File: config.mk
export PLATFORM = sky130hd
export DESIGN_NAME = literal_bank_writer_flat
export DESIGN_NICKNAME = d
export VERILOG_FILES = /design/src/rtl/literal_bank_writer_pkg.sv /design/src/rtl/literal_bank_writer_if.sv /design/src/rtl/literal_bank_writer_fifo.sv /design/src/rtl/literal_bank_writer.sv /design/src/flat_wrapper.sv
export SDC_FILE = /design/constraint.sdc
export NUM_CORES = 1
export LEC_CHECK = 0
export BUFFER_PORTS_ARGS = -buffer_cell sky130_fd_sc_hd__buf_2
export CORE_MARGIN = 10
export CORE_UTILIZATION = 49
export CTS_CLUSTER_SIZE = 28
export DETAILED_ROUTE_END_ITERATION = 6
export PLACE_DENSITY = 0.77
export SKIP_LAST_GASP = 1
export SLEW_MARGIN = 20
export SYNTH_ARGS = -nofsm -noshare
export SYNTH_HDL_FRONTEND = slang
export SYNTH_SLANG_ARGS = --single-unit
File: constraint.sdc
create_clock -name clk -period 2.99 [get_ports clk]
set_input_delay 0.4485 -clock clk [delete_from_list [all_inputs] [get_ports clk]]
set_output_delay 0.4485 -clock clk [all_outputs]
set_load 0.05 [all_outputs]
File: src/rtl/literal_bank_writer_pkg.sv
`default_nettype none
// snappy_pkg: history-RAM geometry, literal-writer error codes, beat record and beat checker.
package snappy_pkg;

  localparam int NUM_BANKS = 16;
  localparam int BANK_AW   = 9;
  localparam int LINE_W    = 64;
  localparam int BE_W      = LINE_W / 8;

  localparam logic [1:0] ERR_NONE       = 2'd0;
  localparam logic [1:0] ERR_BANK_SEL   = 2'd1;
  localparam logic [1:0] ERR_EMPTY_MASK = 2'd2;
  localparam logic [1:0] ERR_MASK_SHAPE = 2'd3;

  typedef enum logic [0:0] {
    ST_RUN   = 1'b0,
    ST_ERROR = 1'b1
  } writer_state_t;

  typedef struct packed {
    logic [NUM_BANKS-1:0] bank;
    logic [BANK_AW-1:0]   addr;
    logic [LINE_W-1:0]    data;
    logic [BE_W-1:0]      be;
  } lit_beat_t;

  // A legal mask is a run of ones starting at bit 7, so its complement is a run of ones from bit 0.
  function automatic logic [1:0] beat_check(input logic [NUM_BANKS-1:0] sel,
                                            input logic [BE_W-1:0]      be);
    logic [BE_W-1:0] inv;
    logic [1:0]      code;
    inv = ~be;
    if (sel == '0 || (sel & (sel - NUM_BANKS'(1))) != '0)
      code = ERR_BANK_SEL;
    else if (be == '0)
      code = ERR_EMPTY_MASK;
    else if ((inv & (inv + BE_W'(1))) != '0)
      code = ERR_MASK_SHAPE;
    else
      code = ERR_NONE;
    return code;
  endfunction

endpackage
`default_nettype wire

File: src/rtl/literal_bank_writer_if.sv
`default_nettype none
// literal_bank_writer_if: parser literal-beat input and history-RAM bank write port.
interface literal_bank_writer_if;
  import snappy_pkg::*;

  logic [NUM_BANKS-1:0] in_valid;
  logic [LINE_W-1:0]    in_data;
  logic [BE_W-1:0]      in_byte_valid;
  logic [BANK_AW-1:0]   in_address;
  logic                 in_ready;
  logic [NUM_BANKS-1:0] bank_busy;
  logic [NUM_BANKS-1:0] wr_en;
  logic [BANK_AW-1:0]   wr_addr;
  logic [LINE_W-1:0]    wr_data;
  logic [BE_W-1:0]      wr_be;

  modport master (
    output in_valid, in_data, in_byte_valid, in_address, bank_busy,
    input  in_ready, wr_en, wr_addr, wr_data, wr_be
  );

  modport slave (
    input  in_valid, in_data, in_byte_valid, in_address, bank_busy,
    output in_ready, wr_en, wr_addr, wr_data, wr_be
  );
endinterface
`default_nettype wire

File: src/rtl/literal_bank_writer_fifo.sv
`default_nettype none
// lit_fifo2: two-entry literal-beat FIFO; head is always the oldest entry (or stale/zero when empty).
module lit_fifo2
  import snappy_pkg::*;
(
  input  logic       clk,
  input  logic       rst_n,
  input  logic       push,
  input  lit_beat_t  push_beat,
  input  logic       pop,
  output lit_beat_t  head,
  output logic [1:0] count
);

  lit_beat_t mem [2];
  logic      wr_ptr;
  logic      rd_ptr;

  always_ff @(posedge clk or negedge rst_n) begin
    if (!rst_n) begin
      mem[0] <= '0;
      mem[1] <= '0;
      wr_ptr <= 1'b0;
      rd_ptr <= 1'b0;
      count  <= 2'd0;
    end else begin
      if (push) begin
        mem[wr_ptr] <= push_beat;
        wr_ptr      <= ~wr_ptr;
      end
      if (pop) begin
        rd_ptr <= ~rd_ptr;
      end
      case ({push, pop})
        2'b10:   count <= count + 2'd1;
        2'b01:   count <= count - 2'd1;
        default: count <= count;
      endcase
    end
  end

  assign head = mem[rd_ptr];

endmodule
`default_nettype wire

File: src/rtl/literal_bank_writer.sv
`default_nettype none
// literal_bank_writer: checks parser literal beats, queues up to two, writes them to history-RAM banks.
// Optional write statistics counters are built when LITERAL_WRITER_STATS_EN is defined.
module literal_bank_writer
  import snappy_pkg::*;
(
  input  logic                 clk,
  input  logic                 rst_n,
  literal_bank_writer_if.slave bus,
  output logic                 idle,
  output logic                 err,
  output logic [1:0]           err_code
`ifdef LITERAL_WRITER_STATS_EN
  ,
  output logic [31:0]          byte_count,
  output logic [31:0]          beat_count
`endif
);

  writer_state_t state;
  lit_beat_t     head;
  lit_beat_t     in_beat;
  logic [1:0]    count;
  logic [1:0]    beat_code;
  logic          accept;
  logic          push;
  logic          pop;
  logic          head_blocked;

  // Ready is decoded from registered state only, so it never depends on bank_busy or in_valid.
  assign bus.in_ready = (state == ST_ERROR) || (count != 2'd2);
  assign accept       = (bus.in_valid != '0) && bus.in_ready;
  assign beat_code    = beat_check(bus.in_valid, bus.in_byte_valid);
  assign push         = accept && (state == ST_RUN) && (beat_code == ERR_NONE);

  assign in_beat.bank = bus.in_valid;
  assign in_beat.addr = bus.in_address;
  assign in_beat.data = bus.in_data;
  assign in_beat.be   = bus.in_byte_valid;

  lit_fifo2 u_fifo (
    .clk       (clk),
    .rst_n     (rst_n),
    .push      (push),
    .push_beat (in_beat),
    .pop       (pop),
    .head      (head),
    .count     (count)
  );

  // A busy head bank stalls the whole queue to keep writes in acceptance order.
  assign head_blocked = |(head.bank & bus.bank_busy);
  assign pop          = (count != 2'd0) && !head_blocked;

  assign bus.wr_en   = pop ? head.bank : '0;
  assign bus.wr_addr = head.addr;
  assign bus.wr_data = head.data;
  assign bus.wr_be   = head.be;
  assign idle        = (count == 2'd0);

  always_ff @(posedge clk or negedge rst_n) begin
    if (!rst_n) begin
      state    <= ST_RUN;
      err      <= 1'b0;
      err_code <= ERR_NONE;
    end else begin
      case (state)
        ST_RUN: begin
          if (accept && beat_code != ERR_NONE) begin
            state    <= ST_ERROR;
            err      <= 1'b1;
            err_code <= beat_code;
          end
        end
        ST_ERROR: begin
          state <= ST_ERROR;
        end
        default: begin
          state <= ST_RUN;
        end
      endcase
    end
  end

`ifdef LITERAL_WRITER_STATS_EN
  always_ff @(posedge clk or negedge rst_n) begin
    if (!rst_n) begin
      byte_count <= 32'd0;
      beat_count <= 32'd0;
    end else if (pop) begin
      byte_count <= byte_count + 32'($countones(head.be));
      beat_count <= beat_count + 32'd1;
    end
  end
`endif

endmodule
`default_nettype wire

File: src/flat_wrapper.sv
// flat-port wrapper written by rule: the top's interface ports become plain ports
module literal_bank_writer_flat import snappy_pkg::*;
  (clk, rst_n, idle, err, err_code, bus_in_valid, bus_in_data, bus_in_byte_valid, bus_in_address, bus_bank_busy, bus_in_ready, bus_wr_en, bus_wr_addr, bus_wr_data, bus_wr_be);
  literal_bank_writer_if bus_i ();
  input  logic clk;
  input  logic rst_n;
  output logic idle;
  output logic err;
  output logic [1:0] err_code;
  input wire logic [$bits(bus_i.in_valid)-1:0] bus_in_valid;
  input wire logic [$bits(bus_i.in_data)-1:0] bus_in_data;
  input wire logic [$bits(bus_i.in_byte_valid)-1:0] bus_in_byte_valid;
  input wire logic [$bits(bus_i.in_address)-1:0] bus_in_address;
  input wire logic [$bits(bus_i.bank_busy)-1:0] bus_bank_busy;
  output wire logic [$bits(bus_i.in_ready)-1:0] bus_in_ready;
  output wire logic [$bits(bus_i.wr_en)-1:0] bus_wr_en;
  output wire logic [$bits(bus_i.wr_addr)-1:0] bus_wr_addr;
  output wire logic [$bits(bus_i.wr_data)-1:0] bus_wr_data;
  output wire logic [$bits(bus_i.wr_be)-1:0] bus_wr_be;
  assign bus_i.in_valid = bus_in_valid;
  assign bus_i.in_data = bus_in_data;
  assign bus_i.in_byte_valid = bus_in_byte_valid;
  assign bus_i.in_address = bus_in_address;
  assign bus_i.bank_busy = bus_bank_busy;
  assign bus_in_ready = bus_i.in_ready;
  assign bus_wr_en = bus_i.wr_en;
  assign bus_wr_addr = bus_i.wr_addr;
  assign bus_wr_data = bus_i.wr_data;
  assign bus_wr_be = bus_i.wr_be;
  literal_bank_writer u_core (.clk(clk), .rst_n(rst_n), .bus(bus_i), .idle(idle), .err(err), .err_code(err_code));
endmodule
### Word-level counts from Yosys, hierarchy flattened

Index checks and enable logic that the tools add are counted.

* flip-flop bits (word level): 202
* input bits: 115
* output and inout bits: 102
* word-level logic and storage cells: 67

* $add $sub $neg: 4
* order comparisons: 3
* equality and inequality tests: 3
* mux-type cells: 13
* bitwise gates (word level): 9
* reductions and logical operators: 21

Operators by type and width (count)
* 97-bit two-way mux: 4
* 194-bit bitwise mux: 1
* 97-bit demux with 1-bit select: 1
* 16-bit AND: 2
* 16-bit nonzero test: 2
* 16-bit zero test: 1
* 16-bit two-way mux: 1
* 16-bit OR reduction: 1
* 16-bit by 1-bit subtractor with 16-bit output, second input constant: 1
* 8-bit by 1-bit adder with 8-bit output, second input constant: 1
* 8-bit AND: 1
* 8-bit zero test: 1
* 8-bit inverter: 1
* 8-bit nonzero test: 1
* 1-bit logical AND: 6
* 2-bit two-way mux: 3
* 2-bit nonzero test: 3
* 2-bit greater-or-equal comparator, second input constant: 2
* 2-bit zero test: 2
* 1-bit inverter with 2-bit output: 2
* 2-bit one-hot mux with 2 select lines: 1
* 1-bit inverter: 3
* 2-bit by 1-bit adder with 2-bit output, second input constant: 1
* 2-bit by 1-bit equality test with 1-bit output, second input constant: 1
* other kinds (9): 10

### Depth between registers and ports, before layout

Gate-level depths: netlist of run 1.

* depth in word-level cells: 11
* mapped depth: 13
* depth with buffers taken out: 9

### By module

From an unflattened synthesis of run 1, not the netlist that was laid out.

* cells, all modules: 624
* area total of the unflattened synthesis: 9190.1 µm²

By module, submodules not included
* lit_fifo2: instances 1, cells an instance 530, area each 8495.6 µm², sequential area each 4954.8 µm²
* literal_bank_writer: instances 1, cells an instance 94, area each 694.4 µm², sequential area each 100.1 µm²

### Least setup slack after synthesis of run 1

Ideal clock, no wire load.

* path type: register to output
* from: reg u_core.u_fifo.rd_ptr
* to: out bus_wr_en[10]
* data arrival time: 3020 ps
* data required time: 2542 ps
* setup slack: -479 ps
* stages on the path, launching flop included: 10
* path buffers: 4
* cells stage by stage: dfrtp_1 -> clkbuf_1 -> buf_1 -> mux2_2 -> a22oi_1 -> nand4_1 -> or3_1 -> clkbuf_1 -> clkbuf_1 -> nor2b_1

* word-level cells in the longest chain between the ends: 9

Ends and longest elaborated chain
* start: declaration: line literal_bank_writer_fifo.sv:17 `logic rd_ptr;`
* start signal: assignment: line literal_bank_writer_fifo.sv:32 `rd_ptr <= ~rd_ptr;`
* 1-bit inverter with 2-bit output (implied by the code) *: line literal_bank_writer_fifo.sv:42 `assign head = mem[rd_ptr];`
* 97-bit two-way mux (implied by the code) * (3 in series): line literal_bank_writer_fifo.sv:42
* 16-bit AND: line literal_bank_writer.sv:52 `assign head_blocked = |(head.bank & bus.bank_busy);`
* 16-bit OR reduction: line literal_bank_writer.sv:52
* 1-bit zero test: line literal_bank_writer.sv:53 `assign pop = (count != 2'd0) && !head_blocked;`
* 1-bit logical AND: line literal_bank_writer.sv:53
* 16-bit two-way mux *: line literal_bank_writer.sv:55 `assign bus.wr_en = pop ? head.bank : '0;`
* end: declaration: line flat_wrapper.sv:16 `output wire logic [$bits(bus_i.wr_en)-1:0] bus_wr_en;`

Mark *: on every way between the ends. The rest lies on a longest branch, timed or not. The select of a mux whose other input is x is not followed.

### Final worst setup path of run 1

* from: reg u_core.u_fifo.rd_ptr
* to: out bus_wr_en[12]

The elaborated chain is that of the path after synthesis.

==> results.json, run 1 <==
{
  "hold_end": "u_core.u_fifo.mem[115]",
  "fillCellCount": 1419,
  "num_io_pins": 217,
  "crit_slowest_cell": "dfrtp_4",
  "worst_setup_path_end_kind": "primary output",
  "synth_area_sq_mm": 0.009276,
  "crit_required_ns": 2.54,
  "clock_path_buffers": 3,
  "placementRows": 50,
  "ys_warn_count": 0,
  "final_common_cell": "mux2_2",
  "die_height_microns": 157.6,
  "grt_max_degree": 85,
  "synth-seq-cells": 202,
  "path_clk_slew_ns": 0.06,
  "comb_power_share": 0.176,
  "worst_setup_path_start_kind": "flip-flop",
  "synth-adder-area-share": 0.001349,
  "cts_tree": "built",
  "dpl.hpwl_microns": 15390,
  "cp.arrival_ns": 2.78,
  "met1_usage": 0.2057,
  "first_iter_violations": 260,
  "start_util": 0.4976,
  "grt_overflow_total": 0,
  "synth_top_family_by_area": "multiplexers",
  "synth_xor_area_frac": 0.004721,
  "rsz0062_at_grt": "true",
  "power.density_mw_per_mm2": 550.6,
  "use_met3": 0.03202,
  "cts_buffers": 22,
  "grt_use_met2": 0.3037,
  "pre_cts_slack_ns": -0.4127,
  "final_hold_viol_count": 0,
  "setup_ws_ns": -0.2406,
  "port-buffer-count": 216,
  "leakagePower_nw": 6.497,
  "finalMaxSlewViolations": 0,
  "clock_skew_ns": 0.009260,
  "vias": 6015,
  "synth_enable_flop_cells": 0,
  "worstHoldStart": "bus_in_data[10]",
  "fin_crit_sh": 1.080,
  "crit_chain": "buf_12 > buf_12 > mux2_2 > a22oi_1 > nand4_1 > or3_4 > clkbuf_16 > nor2b_4 > buf_6",
  "fmax_mhz": 309.5,
  "vias_per_cell": 5.328,
  "crit_buf_inv": 4,
  "insertion_delay_ns": 0.50,
  "antenna_found_initial": 1,
  "crit_path_max_incr_delay_ns": 0.49,
  "root_buffer": "clkbuf_16",
  "synth_mux_area_frac": 0.3624,
  "drt-wirelength-per-cell_microns": 19.41,
  "fin_cells": 1129,
  "grt_usage": 0.1709,
  "tightest_slew_ns": 0.7107,
  "finish.instance_area_sq_mm": 0.01193,
  "total_power_mw": 6.567,
  "synth_cell_type_count": 45,
  "syn_nets": 738,
  "ir_drop_v": 0.0004628,
  "internal-power_mw": 4.895,
  "swShare": 0.2546,
  "period_minus_slack_ns": 3.231,
  "grt_first_pass_wirelength_microns": 34540,
  "core_sq_mm": 0.01864,
  "cp_max_fo": 8,
  "drc_errors": 0,
  "synth-simple-area-share": 0.03709,
  "power_frac_seq": 0.425,
  "outcome": "complete, but fails checks",
  "area_growth_pct": 28.58,
  "reg2reg_slack_ns": 0.14,
  "die_w_microns": 157.6,
  "path_class": "reg -> out",
  "min_path_cells": 2,
  "place_inst": 1079,
  "critical_path_depth": 9,
  "synth_compound_area_frac": 0.02293,
  "post_dp_cell_area_sq_mm": 0.01095,
  "synthCells": 622,
  "failed_checks": "negative setup slack",
  "slew_headroom": 0.5262,
  "critPathTopFamily": "buffers and inverters",
  "wl_microns": 21920,
  "r2r-start": "u_core.u_fifo.rd_ptr",
  "p_clk_frac": 0.400,
  "synth-async-reset-ratio": 1.000,
  "crit_path_frequent_cell": "buf_12",
  "r2r-end": "u_core.u_fifo.count[1]",
  "cts_sinks": 202,
  "ant_nets": 0,
  "cap_violations": 0,
  "avgSynthCellArea_sq_um": 14.91,
  "drive_gt1_frac": 0.6566,
  "hp-class": "in -> reg",
  "grt_pass1_vias": 6648,
  "yosysSeqAreaShare": 0.5449,
  "synth_flop_cell": "dfrtp_1",
  "layout_common_cells": "228 x mux2_2, 201 x dfrtp_1, 199 x buf_2",
  "finalSetupViolations": 16,
  "p_switching_mw": 1.672,
  "num-nets-final": 995,
  "gp_congestion": 0.8354,
  "rr_worst_depth": 12,
  "gr-max-usage-layer": "met2",
  "dieArea_sq_mm": 0.02483,
  "h-tree-depth": 1,
  "dr.pass1.iters": 4
}
-- flip-flops by register name, indices dropped and copies added (netlist names) --
name and flops:
u_core.err_code 2, u_core.u_fifo.count 2, u_core.u_fifo.rd_ptr 1, u_core.u_fifo.mem 194
u_core.err 1, u_core.u_fifo.wr_ptr 1, u_core.state 1
-- cell usage after synthesis (4+ instances only) --
library cell  count  area share
a22oi_1           7      0.0057
buf_2             8      0.0043
buf_4             7      0.0057
buf_6             4      0.0049
clkbuf_1         12      0.0049
dfrtp_1         202        0.54
inv_1             4      0.0016
mux2_1           29       0.035
mux2_2          230        0.28
mux2_4           29       0.047
nor2_1           11      0.0045
nor2b_1          15       0.010
o21ai_0           6      0.0032
or3_1             4      0.0027
or4_1             4      0.0032
xnor2_1           4      0.0038
-- final cells by class --
cell class                      count  area (sq um)  share of cell area
Tap cell                          234         292.8             0.02455
Multi-Input combinational cell    381          4098              0.3435
Clock buffer                       32         649.4             0.05444
Timing Repair Buffer              268          1752              0.1469
Sequential cell                   202          5059              0.4241
Antenna cell                        1         2.502           0.0002098
Clock inverter                      7         60.06            0.005035
Inverter                            4         15.01            0.001259
-- worst register-to-register path: stages, from the launching register on --
cell and delay, ns:
dfrtp_4 0.49, buf_12 0.15, buf_12 0.13, mux2_2 0.29, a22oi_1 0.23, nand4_1 0.13, or3_4 0.38, clkbuf_16 0.20
buf_4 0.15, inv_1 0.05, ha_1 0.25, nor2_1 0.14, xor2_1 0.18
-- power by group through the flow --
stage | Sequential (mW) | Clock [mW] | Combinational (mW)
after floorplan | 2.82 | 0 | 0.608
after global placement | 2.88 | 0 | 0.901
after detailed placement | 2.89 | 0 | 0.913
after CTS | 2.79 | 2.70 | 1.10
after global routing | 2.79 | 2.82 | 1.23
final | 2.79 | 2.63 | 1.15
-- timing repair --
| action | 4_1_cts | 5_1_grt |
|---|---|---|
| setup buffers | 8 | 0 |
| gates cloned | 0 | 1 |
| hold buffers | 1 | 0 |
| endpoints found under the setup margin | 16 | 111 |
| gates resized for setup | 34 | 13 |
| pin swaps | 0 | 5 |
| endpoints found under the hold margin | 47 | 0 |
-- cells by family (layout without fill, tap and decap cells) --
group,Yosys count,count (layout)
compound gates,30,30
xor+xnor,5,5
fa+ha+maj,1,1
buf+inv,39,311
flops,202,202
mux,289,289
other cells,0,1
simple gates,56,56
-- through the flow --
| stage | setup TNS (ns) | hold WS (ns) | util |
|---|---|---|---|
| 3_5_place_dp | -57.28 | 0.4238 | 0.5872 |
| 2_1_floorplan | -0.2638 | 0.1529 | - |
| 6_report | -3.516 | 0.1850 | 0.6398 |
| 3_3_place_gp | -42.41 | 0.4219 | 0.5872 |
| 5_1_grt | -5.258 | 0.1741 | 0.6398 |
| 4_1_cts | -2.856 | 0.1662 | 0.6360 |
-- worst max-delay path by stage --
| stage | startpoint | end |
|---|---|---|
| final | u_core.u_fifo.rd_ptr | bus_wr_en[12] |
| after global routing | u_core.u_fifo.rd_ptr | bus_wr_en[13] |
| after CTS | u_core.u_fifo.rd_ptr | bus_wr_en[2] |
| after detailed placement | bus_in_valid[1] | u_core.u_fifo.mem[176] |
| after global placement | bus_in_valid[1] | u_core.u_fifo.mem[154] |
| after floorplan | bus_in_valid[1] | u_core.u_fifo.mem[103] |
-- routing by layer --
layer | vias up | part of all wire | routed length (microns)
li1 | 2769 | - | -
met1 | 3050 | 0.42 | 9108
met2 | 164 | 0.51 | 11200
met3 | 32 | 0.052 | 1139
met4 | 0 | 0.021 | 471
met5 | - | 0 | 0
(Power assumes the default switching activity.)
==> run 2, diff against run 1 <==
--- a/config.mk
+++ b/config.mk
@@ -10,9 +10,10 @@
 export CORE_UTILIZATION = 49
 export CTS_CLUSTER_SIZE = 28
 export DETAILED_ROUTE_END_ITERATION = 6
-export PLACE_DENSITY = 0.77
+export PLACE_DENSITY = 0.8
 export SKIP_LAST_GASP = 1
 export SLEW_MARGIN = 20
 export SYNTH_ARGS = -nofsm -noshare
 export SYNTH_HDL_FRONTEND = slang
+export SYNTH_HIERARCHICAL = 1
 export SYNTH_SLANG_ARGS = --single-unit
==> results.json, run 2 <==
{
  "hp-class": "in -> reg",
  "path_clk_slew_ns": 0.06,
  "synthCells": 624,
  "synth-seq-cells": 202,
  "regArea_sq_mm": 0.005059,
  "synthTopCellsByArea": "dfrtp_1 55%, mux2_2 36%, buf_2 1.4%",
  "ys_warn_count": 6,
  "grt_overflow_total": 0,
  "reg2reg_slack_ns": 0.24,
  "period_minus_slack_ns": 3.385,
  "vias": 6067,
  "crit_required_ns": 2.54,
  "synth_area_sq_mm": 0.009190,
  "finalSetupViolations": 16,
  "port-buffer-count": 216,
  "num_io_pins": 217,
  "synth_enable_flop_cells": 0,
  "cts_sinks": 202,
  "dieArea_sq_mm": 0.02463,
  "p_switching_mw": 1.626,
  "wl_microns": 21870,
  "total_power_mw": 6.503,
  "worst_setup_path_end_kind": "primary output",
  "comb_power_share": 0.152,
  "yosysMostFrequentCell": "mux2_2",
  "cts_tree": "built",
  "area_growth_pct": 29.48,
  "syn_nets": 740,
  "drc_errors": 0,
  "root_buffer": "clkbuf_16",
  "ir_drop_v": 0.0004036,
  "avgSynthCellArea_sq_um": 14.73,
  "dpl.hpwl_microns": 15760,
  "outcome": "complete, but fails checks",
  "cp.arrival_ns": 2.94,
  "grt_first_pass_wirelength_microns": 35290,
  "worst_setup_path_start_kind": "flip-flop",
  "multi_input_area_sq_mm": 0.004033,
  "setup_ws_ns": -0.3947,
  "p_clk_frac": 0.418,
  "rsz0062_at_grt": "true",
  "place_inst": 1094,
  "yosysSeqAreaShare": 0.5500,
  "h-tree-depth": 1,
  "cp_max_fo": 10,
  "final_common_cell": "mux2_2",
  "die_height_microns": 157.0,
  "layout_common_cells": "291 x mux2_2, 201 x dfrtp_1, 199 x buf_2",
  "grt_pass1_vias": 6839,
  "drive_gt1_frac": 0.6994,
  "power_frac_seq": 0.430,
  "fin_cells": 1140,
  "fin_crit_sh": 1.132,
  "pre_cts_slack_ns": -0.4139,
  "failed_checks": "negative setup slack",
  "tns_ns": -5.473,
  "final_hold_viol_count": 0,
  "start_util": 0.4946,
  "core_sq_mm": 0.01858,
  "synth_top_cell_area_share": 0.5500,
  "cap_violations": 0,
  "grt_usage": 0.1749,
  "top_regs": "u_core/u_fifo/mem x194, u_core/err_code x2, u_core/u_fifo/count x2",
  "synth_cell_type_count": 42,
  "top_register": "u_core/u_fifo/mem",
  "swShare": 0.2501,
  "grt_max_degree": 74,
  "path_class": "reg -> out",
  "insertion_delay_ns": 0.49,
  "antenna_found_initial": 1,
  "synth_top_cell_by_area": "dfrtp_1",
  "vias_per_cell": 5.322,
  "ant_nets": 0,
  "yosys-top-cells-count": "291 x mux2_2, 202 x dfrtp_1, 26 x buf_2, 17 x and2_1, 9 x or4_1",
  "synth-async-reset-ratio": 1.000,
  "finish.instance_area_sq_mm": 0.01190,
  "fmax_mhz": 295.4,
  "num-nets-final": 1007,
  "first_iter_violations": 174,
  "dr.pass1.iters": 4,
  "clock_skew_ns": 0.01257,
  "largest_reg_flops": 194,
  "cts_buffers": 23,
  "gp_congestion": 0.8810,
  "synth_flop_cell": "dfrtp_1",
  "die_w_microns": 157.0,
  "slew_headroom": 0.5886,
  "placementRows": 50,
  "leakagePower_nw": 6.426,
  "finalMaxSlewViolations": 0,
  "power.density_mw_per_mm2": 546.5,
  "internal-power_mw": 4.876,
  "post_dp_cell_area_sq_mm": 0.01095,
  "fillCellCount": 1401,
  "drt-wirelength-per-cell_microns": 19.18,
  "clock_path_buffers": 3,
  "tightest_slew_ns": 0.6172
}
run 2: worst max-delay path, stage by stage (launching register included):
cell and delay (ns):
dfrtp_4 0.50, buf_12 0.15, mux2_2 0.28, a222oi_1 0.34, buf_4 0.18, nand4_1 0.18
a211oi_2 0.23, buf_4 0.21, and2_1 0.21, buf_12 0.16
run 2: path summary, 6_finish.rpt:
check                                 startpoint                      to  depth (start not counted)
setup / recovery            u_core/u_fifo/rd_ptr            bus_wr_en[2]                          9
hold / removal                   bus_in_data[44]   u_core/u_fifo/mem[52]                          2
setup reg to reg            u_core/u_fifo/rd_ptr  u_core/u_fifo/count[1]                         12
hold reg to reg            u_core/u_fifo/mem[91]   u_core/u_fifo/mem[91]                          1
max in group asynchronous                  rst_n   u_core/u_fifo/mem[64]                          3
min in group asynchronous                  rst_n   u_core/u_fifo/mem[10]                          2
run 2: cell type report:
cell class,instances,area share
inverter,4,0.001262
timing repair buffer,275,0.1476
antenna,1,0.0002103
clock inverter,6,0.004837
multi-input combinational,385,0.3389
clock buffer,33,0.05741
tap,234,0.02461
sequential,202,0.4251
run 2: routing by layer:
metal | GRT usage | share of wire
met1 | 0.2108 | 0.41
met2 | 0.3074 | 0.51
met3 | 0.03412 | 0.054
met4 | 0.05663 | 0.025
met5 | 0 | 0
run 2: cells by family after synthesis:
group | share of synthesized area
multiplexers | 0.3566
flip-flops | 0.5500
AND/OR/NAND/NOR | 0.03649
buffers and inverters | 0.02314
AO/OA/AOI/OAI | 0.02655
XOR/XNOR | 0.004766
adder cells (fa/ha/maj) | 0.002450
run 2: metrics by stage:
step             util  hold slack, ns
4_1_cts        0.6380          0.1785
5_1_grt        0.6404          0.1909
3_3_place_gp   0.5892          0.4809
3_5_place_dp   0.5892          0.4874
2_1_floorplan       -          0.1529
6_report       0.6404          0.1977
run 2: timing repair:
action,in CTS,in global routing
endpoints found under the setup margin,16,56
gates resized for setup,34,9
hold buffers,1,0
setup buffers,5,0
pin swaps,5,5
endpoints found under the hold margin,47,0
run 2: power by group through the flow:
stage / Clock, mW / Combinational, mW / Sequential, mW
final: 2.72 / 0.989 / 2.80
after global routing: 2.92 / 1.06 / 2.80
after CTS: 2.79 / 0.965 / 2.79
after detailed placement: 0 / 0.844 / 2.87
after global placement: 0 / 0.845 / 2.87
after floorplan: 0 / 0.567 / 2.82
